===== config.mk =====
export PLATFORM = sky130hd
export DESIGN_NAME = muldiv_unit
export DESIGN_NICKNAME = d
export VERILOG_FILES = /design/src/rtl/muldiv_pkg.sv /design/src/rtl/muldiv_sign_fix.sv /design/src/rtl/muldiv_unit.sv
export SDC_FILE = /design/constraint.sdc
export NUM_CORES = 1
export LEC_CHECK = 0
export BUFFER_PORTS_ARGS = -buffer_cell sky130_fd_sc_hd__buf_2
export CAP_MARGIN = 15
export CORE_MARGIN = 3
export CORE_UTILIZATION = 25
export DETAILED_ROUTE_END_ITERATION = 10
export PLACE_DENSITY_LB_ADDON = 0.25
export SYNTH_ARGS = -nofsm -noshare
export SYNTH_HDL_FRONTEND = slang
export SYNTH_SLANG_ARGS = --single-unit

===== constraint.sdc =====
create_clock -name clk -period 10.05 [get_ports clk]
set_clock_uncertainty 0.2 [all_clocks]
set_input_delay 3.015 -clock clk [delete_from_list [all_inputs] [get_ports clk]]
set_output_delay 3.015 -clock clk [all_outputs]
set_load 0.03 [all_outputs]

===== src/rtl/muldiv_pkg.sv =====
// Shared types and helpers for the iterative RV32M multiply/divide unit.
package muldiv_pkg;

  // Operation encoding matches the RV32M funct3 field.
  typedef enum logic [2:0] {
    MD_MUL    = 3'd0,
    MD_MULH   = 3'd1,
    MD_MULHSU = 3'd2,
    MD_MULHU  = 3'd3,
    MD_DIV    = 3'd4,
    MD_DIVU   = 3'd5,
    MD_REM    = 3'd6,
    MD_REMU   = 3'd7
  } muldiv_op_e;

  typedef enum logic [1:0] {
    IDLE = 2'd0,
    CALC = 2'd1,
    DONE = 2'd2
  } muldiv_state_e;

  // One radix-2 step per cycle, one step per operand bit.
  localparam int MD_ITERS = 32;

  // Every divide/remainder encoding has funct3[2] set.
  function automatic logic is_div(input muldiv_op_e op);
    return op[2];
  endfunction

endpackage


===== src/rtl/muldiv_sign_fix.sv =====
// Combinational sign handling: operand magnitudes and special-case detection
// at accept, and result negation/selection at finish.
module muldiv_sign_fix
  import muldiv_pkg::*;
#(
  parameter int XLEN = 32
) (
  input  muldiv_op_e        op,
  input  logic [XLEN-1:0]   op_a,
  input  logic [XLEN-1:0]   op_b,
  output logic [XLEN-1:0]   a_mag,
  output logic [XLEN-1:0]   b_mag,
  output logic              a_neg,
  output logic              b_neg,
  output logic              special,
  output logic [XLEN-1:0]   special_res,
  input  muldiv_op_e        res_op,
  input  logic [2*XLEN-1:0] res_acc,
  input  logic              res_a_neg,
  input  logic              res_b_neg,
  output logic [XLEN-1:0]   result
);

  logic            a_signed;
  logic            b_signed;
  logic            div_zero;
  logic            div_ovf;
  logic [XLEN-1:0] min_neg;

  assign min_neg = {1'b1, {(XLEN-1){1'b0}}};

  // Accept side: signedness per op, magnitudes, and the RISC-V no-trap special results.
  always_comb begin
    a_signed    = 1'b0;
    b_signed    = 1'b0;
    special_res = '0;
    case (op)
      MD_MUL, MD_MULH, MD_DIV, MD_REM: begin
        a_signed = 1'b1;
        b_signed = 1'b1;
      end
      MD_MULHSU: a_signed = 1'b1;
      default: ;
    endcase
    a_neg    = a_signed & op_a[XLEN-1];
    b_neg    = b_signed & op_b[XLEN-1];
    a_mag    = a_neg ? -op_a : op_a;
    b_mag    = b_neg ? -op_b : op_b;
    div_zero = is_div(op) && (op_b == '0);
    div_ovf  = ((op == MD_DIV) || (op == MD_REM)) && (op_a == min_neg) && (op_b == '1);
    special  = div_zero | div_ovf;
    if (div_zero) begin
      special_res = ((op == MD_DIV) || (op == MD_DIVU)) ? '1 : op_a;
    end else if (div_ovf) begin
      special_res = (op == MD_DIV) ? min_neg : '0;
    end
  end

  logic [2*XLEN-1:0] prod;
  logic [XLEN-1:0]   quo;
  logic [XLEN-1:0]   rem;

  // Finish side: restore signs on the raw accumulator and pick the requested half.
  always_comb begin
    prod   = (res_a_neg ^ res_b_neg) ? -res_acc : res_acc;
    quo    = res_acc[XLEN-1:0];
    rem    = res_acc[2*XLEN-1:XLEN];
    result = '0;
    case (res_op)
      MD_MUL:                       result = prod[XLEN-1:0];
      MD_MULH, MD_MULHSU, MD_MULHU: result = prod[2*XLEN-1:XLEN];
      MD_DIV:                       result = (res_a_neg ^ res_b_neg) ? -quo : quo;
      MD_DIVU:                      result = quo;
      MD_REM:                       result = res_a_neg ? -rem : rem;
      MD_REMU:                      result = rem;
      default:                      result = '0;
    endcase
  end

endmodule


===== src/rtl/muldiv_unit.sv =====
// Iterative RV32M multiply/divide unit: start/busy handshake, 32-cycle
// radix-2 shift-add / restoring-divide datapath, single-cycle writeback pulse.
module muldiv_unit
  import muldiv_pkg::*;
#(
  parameter int XLEN = 32
) (
  input  logic            clk,
  input  logic            rst_n,
  input  logic            start,
  input  logic [2:0]      op,
  input  logic [XLEN-1:0] op_a,
  input  logic [XLEN-1:0] op_b,
  input  logic [4:0]      rd_in,
  input  logic            flush,
  output logic            busy,
  output logic            wb_we,
  output logic [4:0]      wb_rd,
  output logic [XLEN-1:0] wb_data
);

  generate
    if (XLEN != 32) begin : g_xlen_check
      $error("muldiv_unit supports only XLEN=32");
    end
  endgenerate

  muldiv_state_e     state;
  muldiv_state_e     state_next;
  muldiv_op_e        op_e;
  muldiv_op_e        op_q;
  logic [4:0]        rd_q;
  logic [4:0]        cnt;
  logic [2*XLEN-1:0] acc;
  logic [2*XLEN-1:0] acc_step;
  logic [XLEN-1:0]   opnd;
  logic              a_neg_q;
  logic              b_neg_q;
  logic              special_q;
  logic              accept;

  logic [XLEN-1:0]   a_mag;
  logic [XLEN-1:0]   b_mag;
  logic              a_neg;
  logic              b_neg;
  logic              special;
  logic [XLEN-1:0]   special_res;
  logic [XLEN-1:0]   result;

  logic [XLEN:0]     mul_sum;
  logic [XLEN:0]     div_diff;

  assign op_e   = muldiv_op_e'(op);
  assign accept = (state == IDLE) && start && !flush;

  muldiv_sign_fix #(.XLEN(XLEN)) u_sign_fix (
    .op          (op_e),
    .op_a        (op_a),
    .op_b        (op_b),
    .a_mag       (a_mag),
    .b_mag       (b_mag),
    .a_neg       (a_neg),
    .b_neg       (b_neg),
    .special     (special),
    .special_res (special_res),
    .res_op      (op_q),
    .res_acc     (acc),
    .res_a_neg   (a_neg_q),
    .res_b_neg   (b_neg_q),
    .result      (result)
  );

  // State register.
  always_ff @(posedge clk or negedge rst_n) begin
    if (!rst_n) state <= IDLE;
    else        state <= state_next;
  end

  // Next-state logic; flush overrides everything, including a same-cycle start.
  always_comb begin
    state_next = state;
    case (state)
      IDLE: if (start) state_next = special ? DONE : CALC;
      CALC: if (cnt == 5'(MD_ITERS - 1)) state_next = DONE;
      DONE: state_next = IDLE;
      default: state_next = IDLE;
    endcase
    if (flush) state_next = IDLE;
  end

  // One datapath step: multiply adds into the high half and shifts right,
  // divide shifts left and keeps the trial subtraction when it does not borrow.
  always_comb begin
    mul_sum  = {1'b0, acc[2*XLEN-1:XLEN]} + {1'b0, opnd};
    div_diff = acc[2*XLEN-1:XLEN-1] - {1'b0, opnd};
    acc_step = acc;
    if (is_div(op_q)) begin
      if (!div_diff[XLEN]) acc_step = {div_diff[XLEN-1:0], acc[XLEN-2:0], 1'b1};
      else                 acc_step = {acc[2*XLEN-2:0], 1'b0};
    end else begin
      if (acc[0]) acc_step = {mul_sum, acc[XLEN-1:1]};
      else        acc_step = {1'b0, acc[2*XLEN-1:1]};
    end
  end

  // Operand latch at accept and iteration in CALC; special results park in the accumulator.
  always_ff @(posedge clk or negedge rst_n) begin
    if (!rst_n) begin
      op_q      <= MD_MUL;
      rd_q      <= '0;
      cnt       <= '0;
      acc       <= '0;
      opnd      <= '0;
      a_neg_q   <= 1'b0;
      b_neg_q   <= 1'b0;
      special_q <= 1'b0;
    end else if (accept) begin
      op_q      <= op_e;
      rd_q      <= rd_in;
      cnt       <= '0;
      a_neg_q   <= a_neg;
      b_neg_q   <= b_neg;
      special_q <= special;
      if (special) begin
        acc  <= {{XLEN{1'b0}}, special_res};
        opnd <= '0;
      end else if (is_div(op_e)) begin
        acc  <= {{XLEN{1'b0}}, a_mag};
        opnd <= b_mag;
      end else begin
        acc  <= {{XLEN{1'b0}}, b_mag};
        opnd <= a_mag;
      end
    end else if ((state == CALC) && !flush) begin
      acc <= acc_step;
      cnt <= cnt + 5'd1;
    end
  end

  // Registered handshake and writeback; the pulse follows the DONE state by one cycle.
  always_ff @(posedge clk or negedge rst_n) begin
    if (!rst_n) begin
      busy    <= 1'b0;
      wb_we   <= 1'b0;
      wb_rd   <= '0;
      wb_data <= '0;
    end else begin
      busy  <= (state_next != IDLE);
      wb_we <= (state == DONE) && !flush;
      if ((state == DONE) && !flush) begin
        wb_rd   <= rd_q;
        wb_data <= special_q ? acc[XLEN-1:0] : result;
      end
    end
  end

endmodule

Word-level counts from Yosys, hierarchy flattened --
Cells that the tools add are included. Widths: inputs -> output; s select.
Cells by class: $add $sub $neg 8, multiply operators 0, divide/modulo/power cells 0, order comparisons 0, eq/ne operators 17, shift-type cells 0, multiplexer cells 29, bitwise operators 4, reductions and logical operators 19
Operator list (count):
- $mux 32 | 13
- $mux 64 | 6
- $pmux 32 s6 | 1
- $neg 32->32 | 4
- $eq 32x32->1 const B | 2
- $neg 64->64 | 1
- $add 32x32->33 | 1
- $sub 33x32->33 | 1
- $logic_not 32->1 | 1
- $eq 3x3->1 const B | 7
- $mux 5 | 2
- $eq 3x2->1 const B | 3
- $mux 2 | 4
- $logic_and 1x1->1 | 7
- $eq 3x1->1 const B | 2
- $logic_not 3->1 | 2
- $add 5x1->5 const B | 1
- $eq 5x5->1 const B | 1
- $reduce_or 5->1 | 1
- $pmux 2 s2 | 1
- $reduce_bool 2->1 | 2
- $reduce_or 4->1 | 1
- $reduce_or 3->1 | 1
- $and 1x1->1 | 2
- 8 further kinds | 10
Word-level totals: register bits after elaboration 153, bits in latches 0, RAM bits 0, memory bits (read-only) 0, input port bits 76, word-level logic and storage cells 90, memories kept 0

Longest topological paths before layout --
Gate-level depths: netlist (run 1).
depth in word-level cells 10, mapped depth 14

Hierarchy --
From an unflattened synthesis (run 1), not the netlist that was laid out.
Second synthesis, totals: cells, all modules 2107, area total of the unflattened synthesis 16141.7 µm²
By module, submodules not included:
- muldiv_unit | instances 1, cells an instance 1337, area each 11443.5 µm², sequential area each 3828.7 µm²
- muldiv_sign_fix | instances 1, cells an instance 770, area each 4698.3 µm², sequential area each 0.0 µm²

Least setup slack after synthesis (run 1) --
OpenSTA, ideal clock, no wires.
kind input port to flip-flop, from input port op_b[1], to register acc[2], data arrival time 5.328 ns, slack 4.396 ns, cell stages on the path 13, path through inv_1 -> ha_1 -> nor4b_1 -> nand2_1 -> or3_1 -> clkbuf_1 -> nor2_1 -> and4b_1 -> clkbuf_1 -> or2_2 -> buf_2 -> o21ai_0 -> a221o_1
On the way: longest elaborated chain between the ends 6
RTL lines:
- start: declaration | line muldiv_unit.sv:13 | input logic [XLEN-1:0] op_b,
- branches (longest 4 deep; another with $neg 32->32)
- $mux 32 * | line muldiv_unit.sv:124 | if (special) begin
- $mux 64 * | line muldiv_unit.sv:117 | end else if (accept) begin
- end signal: assignment | line muldiv_unit.sv:125 | acc <= {{XLEN{1'b0}}, special_res};
- end signal: assignment | line muldiv_unit.sv:128 | acc <= {{XLEN{1'b0}}, a_mag};
- end signal: assignment | line muldiv_unit.sv:131 | acc <= {{XLEN{1'b0}}, b_mag};
- end: declaration | line muldiv_unit.sv:34 | logic [2*XLEN-1:0] acc;
Mark *: on every way between the ends. A chain may end at the register's enable or synchronous reset.

Worst setup path after layout (run 1) --
from input port op_b[0], to register acc[8]
The elaborated chain is that of the path after synthesis.

==> results.json, run 1 <==
{
  "place_hpwl_mm": 50.5,
  "max_freq_mhz": 171,
  "fin_setup_tns_ps": 0,
  "area_delta_synth_final_pct": 11.6,
  "cts_tree": "done",
  "drc": 0,
  "cts-buffers-inserted": 17,
  "post_cts_resized": 0,
  "yosysUniqueCellTypes": 79,
  "die-area_mm2": 0.0656,
  "syn-cell-area_mm2": 0.0156,
  "cp-start-kind": "input pin",
  "grt_max_degree": 94,
  "path_buf_inv": 3,
  "fin_hold_ws_ps": 270,
  "detailed_place.area_mm2": 0.0169,
  "vias_per_cell": 5.60,
  "setup_viol": 0,
  "maxCapViolations": 0,
  "totalWireLength_mm": 66.2,
  "rsz0062_at_grt": "false",
  "crit_type": "input pin to flop",
  "relSlewSlack_pct": 25.9,
  "track_usage_pct": 19.8,
  "leakage_uw": 0.00724,
  "dp_slack_ps": 3710,
  "die_w_um": 256,
  "ios": 115,
  "cts.sinks": 153,
  "ys_top_cells_by_count": "nand2_1, o21ai_0, nor2_1",
  "whs_endpoint": "wb_rd[1]",
  "grt_antenna_before_repair": 2,
  "async_flop_share_pct": 100,
  "endpoint_kind": "flop",
  "drt-pass1-iter-count": 6,
  "status": "completed",
  "ant_nets": 0,
  "crit_arrival_ps": 6010,
  "synth.most_common_cell": "nand2_1",
  "grt_busiest_layer": "met2",
  "ys.flop_type": "dfrtp_1",
  "yosys-top-cells-area": "dfrtp_1, o21ai_0, nand2_1",
  "crit_chain": "buf_2 -> inv_1 -> ha_1 -> nor4b_1 -> nand2_1 -> or3_1 -> nor2_1 -> and4b_1 -> buf_4 -> o21ai_0 -> a221oi_1 -> o221ai_1",
  "power_density_mw_per_mm2": 255,
  "final-hold-violation-count": 0,
  "start_util_pct": 25.3,
  "worst_ep_required_time_ps": 10200,
  "htree_num_levels": 4,
  "cts_root_buf": "clkbuf_16",
  "peakVddDrop_mv": 0.155,
  "yosys_register_bits": 153,
  "fin_util_pct": 28.2,
  "routed-via-count": 16500,
  "hold_buffers": 0,
  "min_from": "rd_q[1]",
  "crit_slowest_cell": "a221oi_1",
  "grt_pass1_vias": 15800,
  "wl_per_cell_um": 22.4,
  "rr_worst_depth": 14,
  "synth_top_area_share_pct": 24.5,
  "design_area_mm2": 0.0175,
  "slew_viol_final": 0,
  "grt_overflow": 0,
  "reg2reg_to": "acc[57]",
  "grt_util_met1_pct": 27.3,
  "coreArea_mm2": 0.0618,
  "portBuffers": 114,
  "die_height_um": 256,
  "setup_slack_ps": 4190,
  "num-nets-final": 2253,
  "holdPathStages": 2,
  "grtUsageMet2_pct": 31.0,
  "yosysSeqAreaShare_pct": 24.5,
  "grtUsageMet3_pct": 3.07,
  "post-synth-top-area-cell": "dfrtp_1",
  "drive_above_1_share_pct": 10.7,
  "rows": 91,
  "slowest_delay_ps": 540,
  "drt_iter0_drc": 1489,
  "grt_pass1_wl_mm": 99.9,
  "synth_edf_count": 0,
  "globalplace.congestion": 0.933,
  "antennaDiodeCount": 0,
  "cp_max_fo": 36,
  "postCtsSetupBuffers": 0,
  "crit_family": "simple AND/OR/NAND/NOR gates",
  "synth_area_per_cell_um2": 7.44,
  "yosysWarnings": 0,
  "netlist_instances": 2101,
  "tightest_slew_ps": 1110,
  "clock_latency_ps": 490,
  "rr_startpoint": "acc[31]",
  "period_share_pct": 58.3,
  "hold_class": "flop to flop",
  "reg2reg_slack_ps": 5270,
  "synth_nets": 2250,
  "clockBufferDepth": 2,
  "min_period_ps": 5860,
  "cts.clk_slew.worst_paths_ps": 70
}
-- state kept, by name (all words and copies together), names as in the netlist --
signal     count
rd_q           5
special_q      1
wb_data       32
busy           1
cnt            5
b_neg_q        1
wb_rd          5
acc           64
a_neg_q        1
op_q           3
state          2
opnd          32
wb_we          1
-- cells in the final DEF, fill, tap and decap left out, drive strengths merged, types with 18 or more instances in the layout --
master / Yosys / routed
nand2: 259 / 259
o21ai: 235 / 235
nor2b: 18 / 18
ha: 71 / 71
a21o: 32 / 32
o31ai: 26 / 26
a211oi: 20 / 20
nor3: 45 / 45
mux2i: 67 / 67
nor2: 178 / 178
a22oi: 18 / 18
a21oi: 176 / 176
nor4: 25 / 25
inv: 63 / 72
buf: 31 / 143
dfrtp: 153 / 153
clkbuf: 128 / 18
o211ai: 44 / 44
xor2: 66 / 66
nand4: 23 / 23
o221ai: 22 / 22
nand3: 35 / 35
o22ai: 23 / 23
xnor2: 93 / 93
a31oi: 34 / 34
-- layout make-up --
cell class                      instances  area [um2]
Fill cell                            6730       44400
Multi-Input combinational cell       1726       11000
Sequential cell                       153        3830
Tap cell                              837        1050
Timing Repair Buffer                  143         795
Clock buffer                           18         439
Inverter                               63         236
Clock inverter                         14         129
-- tightest hold or removal path, stage by stage, from the launching register on --
cell	delay, ps
dfrtp_1	340
nand2_1	50
nand2_1	50
-- worst max path at each step --
| stage | end | slack (ps) | from | cells after the start |
|---|---|---|---|---|
| finish | acc[8] | 4190 | op_b[0] | 12 |
| global route | acc[8] | 3980 | op_b[0] | 12 |
| CTS | acc[8] | 4240 | op_b[0] | 12 |
| detailed placement | acc[8] | 3710 | op_b[0] | 12 |
| global placement | acc[8] | 3670 | op_b[1] | 12 |
| floorplan | acc[2] | 4400 | op_b[1] | 13 |
-- routing by layer --
layer	wire, um	share of wire (%)
met2	29600	45
met5	13	0.020
met4	2220	3.3
met3	4440	6.7
met1	29900	45
-- cells by family (layout without fill, tap and decap cells) --
group	after synthesis	in the layout	synth area share (%)
AOI/OAI and AO/OA	735	735	29.4
xor gates and xnor gates	159	159	8.91
adders and majority gates	73	73	5.94
buffers and inverters	222	238	5.54
DFF	153	153	24.5
muxes	80	80	5.22
and+or+nand+nor	679	679	20.5
-- where the power goes --
| group | switching, uW | internal [uW] |
|---|---|---|
| sequential | 372 | 735 |
| clock | 321 | 333 |
| combinational | 1600 | 1090 |
-- stage by stage --
stage,instances,power [uW]
after CTS,2954,4440
after floorplan,2101,2970
after global placement,2922,3740
final,2954,4450
after detailed placement,2922,3760
after global routing,2954,4790
(Power assumes the default switching activity.)
==> run 2, diff against run 1 <==
==> constraint.sdc (replaced) <==
create_clock -name clk -period 5 [get_ports clk]
set_clock_uncertainty 0.2 [all_clocks]
set_input_delay 1.5 -clock clk [delete_from_list [all_inputs] [get_ports clk]]
set_output_delay 1.5 -clock clk [all_outputs]
set_load 0.03 [all_outputs]
==> results.json, run 2 (synthesized netlist as in run 1, its figures left out) <==
{
  "leakage_uw": 0.00749,
  "die_w_um": 256,
  "cp_max_fo": 21,
  "worst_ep_required_time_ps": 5100,
  "setup_viol": 0,
  "cts_tree": "done",
  "clock_latency_ps": 470,
  "cts.clk_slew.worst_paths_ps": 70,
  "holdPathStages": 2,
  "area_delta_synth_final_pct": 14.2,
  "grt_max_degree": 71,
  "grt_overflow": 0,
  "rows": 91,
  "hold_class": "flop to flop",
  "coreArea_mm2": 0.0618,
  "detailed_place.area_mm2": 0.0173,
  "slew_viol_final": 0,
  "slowest_delay_ps": 560,
  "cts.sinks": 153,
  "place_hpwl_mm": 51.9,
  "die-area_mm2": 0.0656,
  "portBuffers": 114,
  "crit_start": "acc[32]",
  "routed-via-count": 16600,
  "drt-pass1-iter-count": 6,
  "reg.largest.list": "acc x64, opnd x32, wb_data x32",
  "crit_arrival_ps": 4710,
  "design_area_mm2": 0.0179,
  "grt_pass1_wl_mm": 101,
  "rsz0062_at_grt": "false",
  "drc": 0,
  "power_density_mw_per_mm2": 516,
  "regMostFlops": "acc",
  "htree_num_levels": 4,
  "fin_setup_tns_ps": 0,
  "drt_iter0_drc": 1369,
  "hold_buffers": 0,
  "status": "completed",
  "wl_per_cell_um": 22.3,
  "drive_above_1_share_pct": 12.6,
  "period_share_pct": 92.1,
  "clockBufferDepth": 2,
  "largest_register_ffs": 64,
  "totalPowerFinal_uw": 9210,
  "fin_util_pct": 28.9,
  "cts-buffers-inserted": 17,
  "antennaDiodeCount": 0,
  "tightest_slew_ps": 1130,
  "grt_pass1_vias": 15900,
  "final-hold-violation-count": 0,
  "layout_common_cells": "nand2_1, o21ai_0, a21oi_1, nor2_1, dfrtp_1",
  "endpoint_kind": "flop",
  "peakVddDrop_mv": 0.339,
  "cp-start-kind": "flop",
  "post_cts_resized": 0,
  "rr_startpoint": "acc[32]",
  "crit_chain": "inv_1 -> fa_1 -> nor2b_1 -> o311a_1 -> o211ai_1 -> and4_1 -> nor3b_1 -> o221ai_1 -> nor2_4 -> buf_12 -> buf_4 -> mux2i_1 -> o221ai_1",
  "final_common_cell": "nand2_1",
  "start_util_pct": 25.3,
  "crit_slowest_cell": "dfrtp_1",
  "postCtsSetupBuffers": 0,
  "relSlewSlack_pct": 24.1,
  "grt_antenna_before_repair": 0,
  "crit_type": "flop to flop",
  "totalWireLength_mm": 66.9,
  "track_usage_pct": 19.9,
  "ios": 115,
  "min_period_ps": 4610,
  "die_height_um": 256,
  "max_freq_mhz": 217,
  "min_from": "rd_q[3]",
  "rr_worst_depth": 13,
  "ant_nets": 0,
  "globalplace.congestion": 0.974,
  "vias_per_cell": 5.53,
  "cts_root_buf": "clkbuf_16",
  "num-nets-final": 2300,
  "critPathMostFrequentCell": "o221ai_1",
  "maxCapViolations": 0
}
## run 2: cell types whose count changed in the layout (fill, tap and decap cells not counted)
cell / change
buf_12: +1
clkbuf_1: +2
clkinv_2: -2
inv_6: +1
inv_8: -3
buf_4: +46
bufinv_16: +2
## run 2: critical path, delay by kind of cell, from the launching register on
kind	cells	cell delay [ps]
simple gates	4	1370
compound gates	4	960
buf+inv	3	630
flops	1	560
fa+ha+maj	1	490
mux	1	190
## run 2: cell type report
cell class | count | area, um2
timing repair buffer | 190 | 1160
sequential | 153 | 3830
clock inverter | 12 | 154
tap | 837 | 1050
fill | 6747 | 44000
multi-input combinational | 1726 | 11000
inverter | 63 | 236
clock buffer | 20 | 447
## run 2: worst paths after layout
kind	end	slack, ps
max	acc[39]	390
min	wb_rd[3]	270
max reg2reg	acc[39]	390
min reg2reg	wb_rd[3]	270
max in group asynchronous	acc[39]	2900
min in group asynchronous	wb_data[19]	830
## run 2: power by group
part | internal (uW) | switching (uW)
combinational | 2340 | 3510
sequential | 1480 | 512
clock | 765 | 609
## run 2: per-layer routing
| metal | wire length, um | GRT usage (%) | part of all wire, % | up-vias |
|---|---|---|---|---|
| met3 | 4030 | 2.67 | 6.0 | 114 |
| met4 | 2350 | 7.62 | 3.5 | 0 |
| met1 | 30600 | 27.6 | 46 | 8064 |
| met2 | 30000 | 31.4 | 45 | 636 |
| li1 | - | - | - | 7775 |
| met5 | 0 | 0 | 0 | - |
## run 2: through the flow
| step | cells | worst slack (ps) | hold WS, ps |
|---|---|---|---|
| 6_report | 3001 | 395 | 271 |
| 2_1_floorplan | 2101 | 861 | 239 |
| 4_1_cts | 3001 | 399 | 274 |
| 5_1_grt | 3001 | 50.5 | 301 |
| 3_5_place_dp | 2969 | 398 | 254 |
| 3_3_place_gp | 2969 | 374 | 249 |
